[src/rtl/stall_ctrl_if.sv]
// Hazard-detection bus between the pipeline and stall_ctrl.
// Carries the operand descriptors of the D stage, the destination/Tnew of the
// E and M stages, MDU issue info, and the resulting stall/enable/flush and
// MDU busy-tracker outputs.
//   master : pipeline side (drives stage info, receives stall decision)
//   slave  : stall_ctrl side
interface stall_ctrl_if;
  logic [4:0]  D_rs_addr;
  logic [4:0]  D_rt_addr;
  logic [1:0]  D_rs_tuse;
  logic [1:0]  D_rt_tuse;
  logic        D_is_md;
  logic [4:0]  E_wr_addr;
  logic [1:0]  E_tnew;
  logic [4:0]  M_wr_addr;
  logic [1:0]  M_tnew;
  logic        E_md_start;
  logic        E_md_type;
  logic        F_WrEn;
  logic        D_WrEn;
  logic        E_flush;
  logic        stall;
  logic        md_busy;
  logic [3:0]  md_count;
  logic [31:0] stall_cycles;

  modport master (
    output D_rs_addr, D_rt_addr, D_rs_tuse, D_rt_tuse, D_is_md,
           E_wr_addr, E_tnew, M_wr_addr, M_tnew, E_md_start, E_md_type,
    input  F_WrEn, D_WrEn, E_flush, stall, md_busy, md_count, stall_cycles
  );

  modport slave (
    input  D_rs_addr, D_rt_addr, D_rs_tuse, D_rt_tuse, D_is_md,
           E_wr_addr, E_tnew, M_wr_addr, M_tnew, E_md_start, E_md_type,
    output F_WrEn, D_WrEn, E_flush, stall, md_busy, md_count, stall_cycles
  );
endinterface

[src/rtl/stall_ctrl.sv]
// Pipeline stall controller.
// Detects RAW hazards between the D-stage operands and the E/M destinations
// using Tuse/Tnew, stalls D-stage MDU instructions while the MDU is busy, and
// keeps a saturating count of stalled cycles.
// Ports:
//   clk   - rising-edge clock
//   reset - synchronous, active-high
//   bus   - stall_ctrl_if.slave (stage info in; stall/enables/flush,
//           md_busy, md_count, stall_cycles out)
module stall_ctrl (
  input  logic         clk,
  input  logic         reset,
  stall_ctrl_if.slave  bus
);

  logic [3:0]  md_count_q,     md_count_d;
  logic [31:0] stall_cycles_q, stall_cycles_d;

  logic stall_rs;
  logic stall_rt;
  logic stall_md;
  logic stall;

  // Register 0 never creates a hazard; Tuse == 3 marks an unused operand.
  always_comb begin
    stall_rs = (bus.D_rs_addr != 5'd0) && (bus.D_rs_tuse != 2'd3) &&
               (((bus.E_wr_addr == bus.D_rs_addr) && (bus.E_tnew > bus.D_rs_tuse)) ||
                ((bus.M_wr_addr == bus.D_rs_addr) && (bus.M_tnew > bus.D_rs_tuse)));
    stall_rt = (bus.D_rt_addr != 5'd0) && (bus.D_rt_tuse != 2'd3) &&
               (((bus.E_wr_addr == bus.D_rt_addr) && (bus.E_tnew > bus.D_rt_tuse)) ||
                ((bus.M_wr_addr == bus.D_rt_addr) && (bus.M_tnew > bus.D_rt_tuse)));
    stall_md = bus.D_is_md && (bus.E_md_start || (md_count_q != 4'd0));
    stall    = stall_rs | stall_rt | stall_md;
  end

  // A fresh issue always reloads, even over a busy count.
  always_comb begin
    md_count_d = md_count_q;
    if (bus.E_md_start)
      md_count_d = bus.E_md_type ? 4'd10 : 4'd5;
    else if (md_count_q != 4'd0)
      md_count_d = md_count_q - 4'd1;
  end

  always_comb begin
    stall_cycles_d = stall_cycles_q;
    if (stall && (stall_cycles_q != '1))
      stall_cycles_d = stall_cycles_q + 32'd1;
  end

  always_ff @(posedge clk) begin
    if (reset) begin
      md_count_q     <= '0;
      stall_cycles_q <= '0;
    end else begin
      md_count_q     <= md_count_d;
      stall_cycles_q <= stall_cycles_d;
    end
  end

  assign bus.stall        = stall;
  assign bus.F_WrEn       = ~stall;
  assign bus.D_WrEn       = ~stall;
  assign bus.E_flush      = stall;
  assign bus.md_busy      = (md_count_q != 4'd0);
  assign bus.md_count     = md_count_q;
  assign bus.stall_cycles = stall_cycles_q;

endmodule

[src/flat_wrapper.sv]
// flat-port wrapper written by rule: the top's interface ports become plain ports
module stall_ctrl_flat 
  (clk, reset, bus_D_rs_addr, bus_D_rt_addr, bus_D_rs_tuse, bus_D_rt_tuse, bus_D_is_md, bus_E_wr_addr, bus_E_tnew, bus_M_wr_addr, bus_M_tnew, bus_E_md_start, bus_E_md_type, bus_F_WrEn, bus_D_WrEn, bus_E_flush, bus_stall, bus_md_busy, bus_md_count, bus_stall_cycles);
  stall_ctrl_if bus_i ();
  input  logic clk;
  input  logic reset;
  input wire logic [$bits(bus_i.D_rs_addr)-1:0] bus_D_rs_addr;
  input wire logic [$bits(bus_i.D_rt_addr)-1:0] bus_D_rt_addr;
  input wire logic [$bits(bus_i.D_rs_tuse)-1:0] bus_D_rs_tuse;
  input wire logic [$bits(bus_i.D_rt_tuse)-1:0] bus_D_rt_tuse;
  input wire logic [$bits(bus_i.D_is_md)-1:0] bus_D_is_md;
  input wire logic [$bits(bus_i.E_wr_addr)-1:0] bus_E_wr_addr;
  input wire logic [$bits(bus_i.E_tnew)-1:0] bus_E_tnew;
  input wire logic [$bits(bus_i.M_wr_addr)-1:0] bus_M_wr_addr;
  input wire logic [$bits(bus_i.M_tnew)-1:0] bus_M_tnew;
  input wire logic [$bits(bus_i.E_md_start)-1:0] bus_E_md_start;
  input wire logic [$bits(bus_i.E_md_type)-1:0] bus_E_md_type;
  output wire logic [$bits(bus_i.F_WrEn)-1:0] bus_F_WrEn;
  output wire logic [$bits(bus_i.D_WrEn)-1:0] bus_D_WrEn;
  output wire logic [$bits(bus_i.E_flush)-1:0] bus_E_flush;
  output wire logic [$bits(bus_i.stall)-1:0] bus_stall;
  output wire logic [$bits(bus_i.md_busy)-1:0] bus_md_busy;
  output wire logic [$bits(bus_i.md_count)-1:0] bus_md_count;
  output wire logic [$bits(bus_i.stall_cycles)-1:0] bus_stall_cycles;
  assign bus_i.D_rs_addr = bus_D_rs_addr;
  assign bus_i.D_rt_addr = bus_D_rt_addr;
  assign bus_i.D_rs_tuse = bus_D_rs_tuse;
  assign bus_i.D_rt_tuse = bus_D_rt_tuse;
  assign bus_i.D_is_md = bus_D_is_md;
  assign bus_i.E_wr_addr = bus_E_wr_addr;
  assign bus_i.E_tnew = bus_E_tnew;
  assign bus_i.M_wr_addr = bus_M_wr_addr;
  assign bus_i.M_tnew = bus_M_tnew;
  assign bus_i.E_md_start = bus_E_md_start;
  assign bus_i.E_md_type = bus_E_md_type;
  assign bus_F_WrEn = bus_i.F_WrEn;
  assign bus_D_WrEn = bus_i.D_WrEn;
  assign bus_E_flush = bus_i.E_flush;
  assign bus_stall = bus_i.stall;
  assign bus_md_busy = bus_i.md_busy;
  assign bus_md_count = bus_i.md_count;
  assign bus_stall_cycles = bus_i.stall_cycles;
  stall_ctrl u_core (.clk(clk), .reset(reset), .bus(bus_i));
endmodule
[config.mk]
export PLATFORM = sky130hd
export DESIGN_NAME = stall_ctrl_flat
export DESIGN_NICKNAME = d
export VERILOG_FILES = /design/src/rtl/stall_ctrl_if.sv /design/src/rtl/stall_ctrl.sv /design/src/flat_wrapper.sv
export SDC_FILE = /design/constraint.sdc
export NUM_CORES = 1
export LEC_CHECK = 0
export ABC_CLOCK_PERIOD_IN_PS = 5200
export CORE_ASPECT_RATIO = 0.5
export CORE_UTILIZATION = 35
export DETAILED_ROUTE_END_ITERATION = 8
export PLACE_DENSITY = 0.6
export SLEW_MARGIN = 20
export SYNTH_ARGS = -nofsm -noshare
export SYNTH_HDL_FRONTEND = slang
export SYNTH_SLANG_ARGS = --single-unit
[constraint.sdc]
create_clock -name clk -period 5.2 [get_ports clk]
set_input_delay 0.52 -clock clk [delete_from_list [all_inputs] [get_ports clk]]
set_output_delay 0.52 -clock clk [all_outputs]
set_load 0.02 [all_outputs]
# After elaboration in Yosys (flattened, before gate mapping)
# Index checks and enable logic that the tools add are counted.
word_totals:
  out_inout_bits: 41
  elab_cells: 38
  reg_bits: 36
  inputBits: 33
classes:
  n_reduce_logical: 17
  mux: 3
  n_eq_ne: 7
  order_cmp: 4
  add_sub_neg: 2
  bitwise: 3
op_table:
  columns: ["op", "count"]
  rows:
  - ["32-bit by 1-bit adder with 32-bit output, second input constant", 1]
  - ["32-bit inequality test, second input constant", 1]
  - ["5-bit equality test", 4]
  - ["4-bit 2-to-1 mux", 3]
  - ["1-bit logical AND", 10]
  - ["5-bit nonzero test", 2]
  - ["2-bit > comparator", 4]
  - ["2-bit inequality test, second input constant", 2]
  - ["4-bit nonzero test", 1]
  - ["4-bit by 1-bit subtractor with 4-bit output, second input constant", 1]
  - ["1-bit logical OR", 3]
  - ["1-bit OR", 2]
  - ["2-bit nonzero test", 1]
  - ["1-bit NOT", 1]

# Logic depth before layout (Yosys ltp)
# Gate-level depths: netlist of the first run.
depth:
  ltp_word: 7
  ltp_mapped: 12

# Worst setup path after synthesis of the first run
# Ideal clock, no wire load.
synth_timing:
  path_kind: "input to output"
  from: "input bus_D_rs_tuse[1]"
  to: "output bus_F_WrEn"
  t_arrival_ns: 2.284
  cell_stages: 11
  slack_ns: 2.396
  required_ns: 4.680
  path_cell_list: "inv_1 -> ha_1 -> nand2_1 -> nand4_1 -> nor4_1 -> o221ai_1 -> and3_1 -> buf_6 -> buf_6 -> clkbuf_1 -> buf_4"
synth_via:
  elab_chain_cells: 7
  word_cells_on_any_way: 11
  cone_classes: "order compare (2); eq/ne (1); bitwise (3); reduce/logical (5)"
synth_lines:
  columns: ["item", "line", "rtl"]
  rows:
  - ["start: declaration", "flat_wrapper.sv:9", "input wire logic [$bits(bus_i.D_rs_tuse)-1:0] bus_D_rs_tuse;"]
  - ["2-bit > comparator, on equally long branches", "stall_ctrl.sv:27, stall_ctrl.sv:28", null]
  - ["1-bit logical AND, on equally long branches", "stall_ctrl.sv:27, stall_ctrl.sv:28", null]
  - ["1-bit logical OR", "stall_ctrl.sv:27", "(((bus.E_wr_addr == bus.D_rs_addr) && (bus.E_tnew > bus.D_rs_tuse)) ||"]
  - ["1-bit logical AND *", "stall_ctrl.sv:26", "stall_rs = (bus.D_rs_addr != 5'd0) && (bus.D_rs_tuse != 2'd3) &&"]
  - ["1-bit OR * (2 in series)", "stall_ctrl.sv:33", "stall = stall_rs | stall_rt | stall_md;"]
  - ["1-bit NOT *", null, null]
  - ["end: declaration", "flat_wrapper.sv:18", "output wire logic [$bits(bus_i.F_WrEn)-1:0] bus_F_WrEn;"]
# Mark *: on every way between the ends. The rest lies on a longest branch, timed or not.

# Final worst setup path of the first run
layout_timing:
  from: "input bus_D_rs_tuse[1]"
  to: "output bus_E_flush"
layout_via:
  elab_chain_cells: 6
  word_cells_on_any_way: 10
  cone_classes: "order compare (2); eq/ne (1); bitwise (2); reduce/logical (5)"
layout_lines:
  columns: ["item", "line", "rtl"]
  rows:
  - ["2-bit > comparator, on equally long branches", "stall_ctrl.sv:27, stall_ctrl.sv:28", null]
  - ["1-bit logical AND, on equally long branches", "stall_ctrl.sv:27, stall_ctrl.sv:28", null]
  - ["1-bit logical OR", "stall_ctrl.sv:27", null]
  - ["1-bit logical AND *", "stall_ctrl.sv:26", null]
  - ["1-bit OR * (2 in series)", "stall_ctrl.sv:33", null]
  - ["end: declaration", "flat_wrapper.sv:20", "output wire logic [$bits(bus_i.E_flush)-1:0] bus_E_flush;"]
# Marks and branches as above.

==> flow_summary.toml, run 1 <==
[status]
status = "finished clean"

[worst_hold_path]
hold_start = "u_core.bus.stall_cycles[18]"
hold_class = "flop to flop"

[place]
portBuffers = 73
dpl.hpwl_mm = 4.56
postPlaceCellArea_sq_um = 3190
place.gp.congestion = 0.829

[pwr]
p_total_uw = 734
p_leak_uw = 0.00117
power_density_nw_per_um2 = 220
ir_drop_mv = 0.127

[clock_network]
clock-sinks = 36
cts_buffers = 5
cts_root_buf = "clkbuf_16"
htreeDepth = 2
cts_setup_buffers = 0
hold_buffers = 0
cts_tree = "yes"
path_clk_slew_ps = 50
ctsResizeCount = 0
cts_buffer_depth = 2
clock_latency_ps = 280

[timing]
timing.final.crit_share_pct = 73.9
fin_skew_ps = 7.50
hold_viol_final = 0
maxSlewViolCount = 0
worstMarginPinSlew_ps = 488
setup_viol = 0
fin_tns_setup_ps = 0
max_clock_freq_mhz = 260
max_slew_margin_pct = 67.5
finalCriticalPeriod_ps = 3840
rsz0062_at_grt = "false"

[logic_synthesis]
syn_nets = 342
synthCells = 298
synth_top_cells_by_area = "dfxtp_1 30%, ha_1 5.7%, mux2_2 5.6%"
avgSynthCellArea_sq_um = 8.13
yosysTopAreaCell = "dfxtp_1"
synth_flop_cell = "dfxtp_1"
synth_top_area_share_pct = 29.7
ys_warn_count = 0
yosysSeqAreaShare_pct = 29.7
syn_area_sq_um = 2420
synth-seq-cells = 36
synth_edf_count = 0
yosysMostFrequentCell = "dfxtp_1"
async_reset_ff_share_pct = 0
yosys-top-cells-count = "36 x dfxtp_1, 25 x a21oi_1, 23 x nor2_1, 17 x or4_1, 16 x nand2_1"
synth_cell_types = 37

[global_routing]
use_met1_pct = 20.1
grt_max_degree = 53
met3_usage_pct = 3.20
gr-total-overflow = 0
use_met2_pct = 33.0
first_global_vias = 2255
top_usage_layer = "met2"
antenna_found_initial = 0
grt_pass1_wl_mm = 9.96
grt_usage_pct = 17.2

[route]
vias_per_cell = 5.29
wirelength_mm = 6.13
num_vias = 2418
post_drt_wl_per_cell_microns = 13.4
drt_iter0_drc = 133
ant_nets = 0
dr.pass1.iters = 4
drc = 0

[floorplan]
coreArea_sq_um = 6700
die-width_microns = 120
std_cell_rows = 21
initial_core_util_pct = 36.2
die_area_sq_um = 7280
fp.dieH_microns = 60.8
ios = 74

[cells_and_area]
diodes = 0
fin_nets = 408
layout-drive-gt1-share_pct = 6.85
syn2layout_area_growth_pct = 37.9
finalInstanceArea_sq_um = 3340

[run]
cap_violations = 0

[setup_path]
path_cells = "clkdlybuf4s50_1, inv_1, ha_1, nand2_1, nand4_1, nor4_1, o221ai_1, and3_1, buf_4, inv_1, clkdlybuf4s50_1"
crit_fanout = 52
slowest_delay_ps = 620
crit_buf_inv = 5
worstSetupPathType = "input pin to output port"
crit_required_ps = 4680
critPathTopFamily = "buffers and inverters"
crit_path_end_kind = "output port"
startpoint = "bus_D_rs_tuse[1]"
slowest_stage = "clkdlybuf4s50_1"
cp.arrival_ps = 3320
worstSetupStartpointType = "input pin"
r2r_start = "u_core.bus.stall_cycles[0]"
-- power by group --
group | internal (uW) | switching [uW]
Clock | 189 | 111
Combinational | 70.3 | 76.4
Sequential | 281 | 5.87
-- worst reg2reg max path, cell delays in order (launching register included) --
cell and delay [ps]:
dfxtp_1 340, ha_1 270, and3_1 310, nand4_2 160, nor3_2 50, buf_4 240
or3_1 470, nor3b_1 240, mux2_2 350
-- layer usage --
layer	vias up	part of all wire, %
met3	8	4.1
met2	56	49
met4	0	1.3
met5	-	0
met1	1129	46
li1	1225	-
-- stage by stage --
step / setup WS (ps) / std cells / utilization, % / hold slack [ps]
floorplan: 2400 / 298 / - / 559
detailed placement: 1370 / 449 / 47.7 / 487
global placement: 1490 / 449 / 47.7 / 476
finish: 1360 / 457 / 49.9 / 491
CTS: 1370 / 457 / 49.9 / 496
global route: 1120 / 457 / 49.9 / 524
-- layout by cell type (no fill, tap or decap), types with 3 or more instances in the layout --
cell / instances
clkbuf_16: 5
nor2_1: 23
nand3_1: 13
nor3_1: 8
and4_1: 5
nor4_1: 3
and3_1: 8
xnor2_1: 15
o31ai_1: 14
nand4_1: 10
clkdlybuf4s50_1: 73
or4_1: 17
xor2_1: 8
dfxtp_1: 36
nor2b_1: 14
a21oi_1: 25
buf_4: 3
mux2_2: 12
ha_1: 11
nand2_1: 16
inv_1: 10
and2_1: 3
or3_1: 7
o21ai_0: 9
-- kinds of logic after synthesis --
family	after synthesis	share of synthesized area, %
AND/OR/NAND/NOR	133	31.2
AO/OA/AOI/OAI	56	13.9
adder cells (fa/ha/maj)	11	5.68
buffers and inverters	27	5.63
multiplexers	12	5.58
flip-flops	36	29.7
XOR/XNOR	23	8.31
-- path summary, 6_finish.rpt --
path / to / slack, ps / cells past startpoint
setup / recovery: bus_E_flush / 1360 / 11
hold / removal: u_core.bus.stall_cycles[18] / 490 / 2
setup reg to reg: u_core.bus.stall_cycles[29] / 2680 / 8
hold reg to reg: u_core.bus.stall_cycles[18] / 490 / 2
-- flip-flops by register name, indices dropped and copies added (netlist names) --
| name | cells |
|---|---|
| u_core.bus.stall_cycles | 32 |
| u_core.bus.md_count | 4 |
-- layout make-up --
| type | instances | area, sq um |
|---|---|---|
| multi-input cells | 235 | 1570 |
| repair buffers | 76 | 753 |
| well taps | 92 | 115 |
| clock buffers | 6 | 139 |
| inverters | 10 | 37.5 |
| flip-flops and latches | 36 | 721 |
| clock inverters | 2 | 10.0 |
| fillers | 661 | 3360 |
(Power assumes the default switching activity.)
==> inputs of run 2 (changes only) <==
--- a/config.mk
+++ b/config.mk
@@ -5,11 +5,11 @@
 export SDC_FILE = /design/constraint.sdc
 export NUM_CORES = 1
 export LEC_CHECK = 0
-export ABC_CLOCK_PERIOD_IN_PS = 5200
+export ABC_CLOCK_PERIOD_IN_PS = 3450
 export CORE_ASPECT_RATIO = 0.5
 export CORE_UTILIZATION = 35
 export DETAILED_ROUTE_END_ITERATION = 8
-export PLACE_DENSITY = 0.6
+export PLACE_DENSITY = 0.62
 export SLEW_MARGIN = 20
 export SYNTH_ARGS = -nofsm -noshare
 export SYNTH_HDL_FRONTEND = slang
==> constraint.sdc (replaced) <==
create_clock -name clk -period 3.45 [get_ports clk]
set_input_delay 0.345 -clock clk [delete_from_list [all_inputs] [get_ports clk]]
set_output_delay 0.345 -clock clk [all_outputs]
set_load 0.02 [all_outputs]
==> run 2 against run 1 <==
Compared with the run above:
- non-clock buffer count did not move
- sequential power increased by 51%
- sequential share of layout area hardly changed
- flip-flop and latch count stayed put
- critical endpoint is now bus_stall
==> flow_summary.toml, run 2 (synthesized netlist as in run 1, its figures left out) <==
[timing]
layout_setup_ws_ps = 235
fin_skew_ps = 4.17
setup_viol = 0
finalCriticalPeriod_ps = 3210
hold_viol_final = 0
max_clock_freq_mhz = 311
maxSlewViolCount = 0
timing.final.crit_share_pct = 93.2
max_slew_margin_pct = 67.4
fin_tns_setup_ps = 0
worstMarginPinSlew_ps = 488
rsz0062_at_grt = "false"

[floorplan]
die-width_microns = 120
ios = 74
initial_core_util_pct = 36.2
coreArea_sq_um = 6700
fp.dieH_microns = 60.8
die_area_sq_um = 7280
std_cell_rows = 21

[setup_path]
rrSetupSlack_ps = 1110
worstSetupPathType = "input pin to output port"
cp.arrival_ps = 2870
worstRegToRegCells = 7
path_cells = "clkdlybuf4s50_1, inv_1, ha_1, nor2b_1, o21ai_0, a2111oi_0, o21ai_0, and3_1, inv_1, clkdlybuf4s50_1"
slowest_stage = "clkdlybuf4s50_1"
r2r_start = "u_core.bus.stall_cycles[2]"
r2r_end = "u_core.bus.stall_cycles[26]"
crit_path_end_kind = "output port"
slowest_delay_ps = 620
worstSetupStartpointType = "input pin"
crit_required_ps = 3110
crit_fanout = 5

[global_routing]
gr-total-overflow = 0
grt_usage_pct = 17.0
antenna_found_initial = 0
first_global_vias = 2187
grt_pass1_wl_mm = 10.0
grt_max_degree = 50

[clock_network]
hold_buffers = 0
path_clk_slew_ps = 50
htreeDepth = 2
clock-sinks = 36
clock_latency_ps = 270
cts_root_buf = "clkbuf_16"
cts_buffers = 5
cts_tree = "yes"
cts_buffer_depth = 2
ctsResizeCount = 0
cts_setup_buffers = 0

[place]
portBuffers = 73
dpl.hpwl_mm = 4.61
pre_cts_ws_ps = 179
place.gp.congestion = 0.808
dp.cells = 449

[route]
ant_nets = 0
drc = 0
vias_per_cell = 5.32
wirelength_mm = 6.16
drt_iter0_drc = 173
dr.pass1.iters = 4
post_drt_wl_per_cell_microns = 13.5
num_vias = 2432

[cells_and_area]
layout.cells.non_filler = 457
diodes = 0
layout-drive-gt1-share_pct = 6.30
largest_reg_flops = 32
syn2layout_area_growth_pct = 37.8
utilization_pct = 49.8
fin_nets = 408
layout_common_cells = "73 x clkdlybuf4s50_1, 36 x dfxtp_1, 25 x a21oi_1"
fill_cells = 679
layout_commonest_cell = "clkdlybuf4s50_1"

[status]
status = "finished clean"

[run]
cap_violations = 0

[worst_hold_path]
hold_depth = 2
min_to = "u_core.bus.stall_cycles[21]"
hold_start = "u_core.bus.stall_cycles[21]"
hold_class = "flop to flop"

[pwr]
p_leak_uw = 0.00116
ir_drop_mv = 0.176
power_density_nw_per_um2 = 332
-- run 2: cell count changes in the layout (fill, tap and decap cells not counted) --
cell	previous run	this run
clkbuf_1	0	2
clkinv_2	2	0
-- run 2: layout make-up --
| cell class | count | area (sq um) | share of cell area (%) |
|---|---|---|---|
| Multi-Input combinational cell | 235 | 1570 | 46.9 |
| Timing Repair Buffer | 76 | 753 | 22.6 |
| Sequential cell | 36 | 721 | 21.6 |
| Clock buffer | 8 | 146 | 4.38 |
| Tap cell | 92 | 115 | 3.45 |
| Inverter | 10 | 37.5 | 1.12 |
-- run 2: worst max path at each step --
stage,from,endpoint,slack [ps],depth (start not counted)
3_5_place_dp,bus_D_rt_tuse[1],u_core.bus.stall_cycles[26],180,11
4_1_cts,bus_D_rt_tuse[1],bus_stall,230,10
3_3_place_gp,bus_D_rs_tuse[1],u_core.bus.stall_cycles[28],340,11
5_1_grt,bus_D_rt_tuse[1],bus_E_flush,90,10
2_1_floorplan,bus_D_rs_tuse[1],bus_F_WrEn,1000,11
6_report,bus_D_rt_tuse[1],bus_stall,240,10
-- run 2: worst max-delay path: cells and delay by family --
family | cells | cell delay (ps)
AND/OR/NAND/NOR | 2 | 330
adder cells (fa/ha/maj) | 1 | 290
buffers and inverters | 4 | 1300
AO/OA/AOI/OAI | 3 | 610
-- run 2: per-layer routing --
metal / wire length [microns] / track usage, % / share of wire [%]
met1: 2810 / 21.4 / 46
met2: 3000 / 30.3 / 49
met3: 264 / 3.20 / 4.3
met4: 76 / 5.36 / 1.2
met5: 0 / 0 / 0
-- run 2: through the flow --
stage	cell area, sq um	power [uW]	hold slack [ps]
4_1_cts	3340	1120	501
3_3_place_gp	3190	659	483
6_report	3340	1110	494
2_1_floorplan	2420	573	486
3_5_place_dp	3190	666	493
5_1_grt	3340	1160	528
-- run 2: where the power goes --
| group | total [uW] | leakage [uW] | switching, uW | internal (uW) |
|---|---|---|---|---|
| sequential | 433 | 0.000291 | 9.03 | 424 |
| combinational | 222 | 0.000800 | 116 | 106 |
| clock | 452 | 0.0000712 | 164 | 288 |
| total | 1110 | 0.00116 | 289 | 818 |
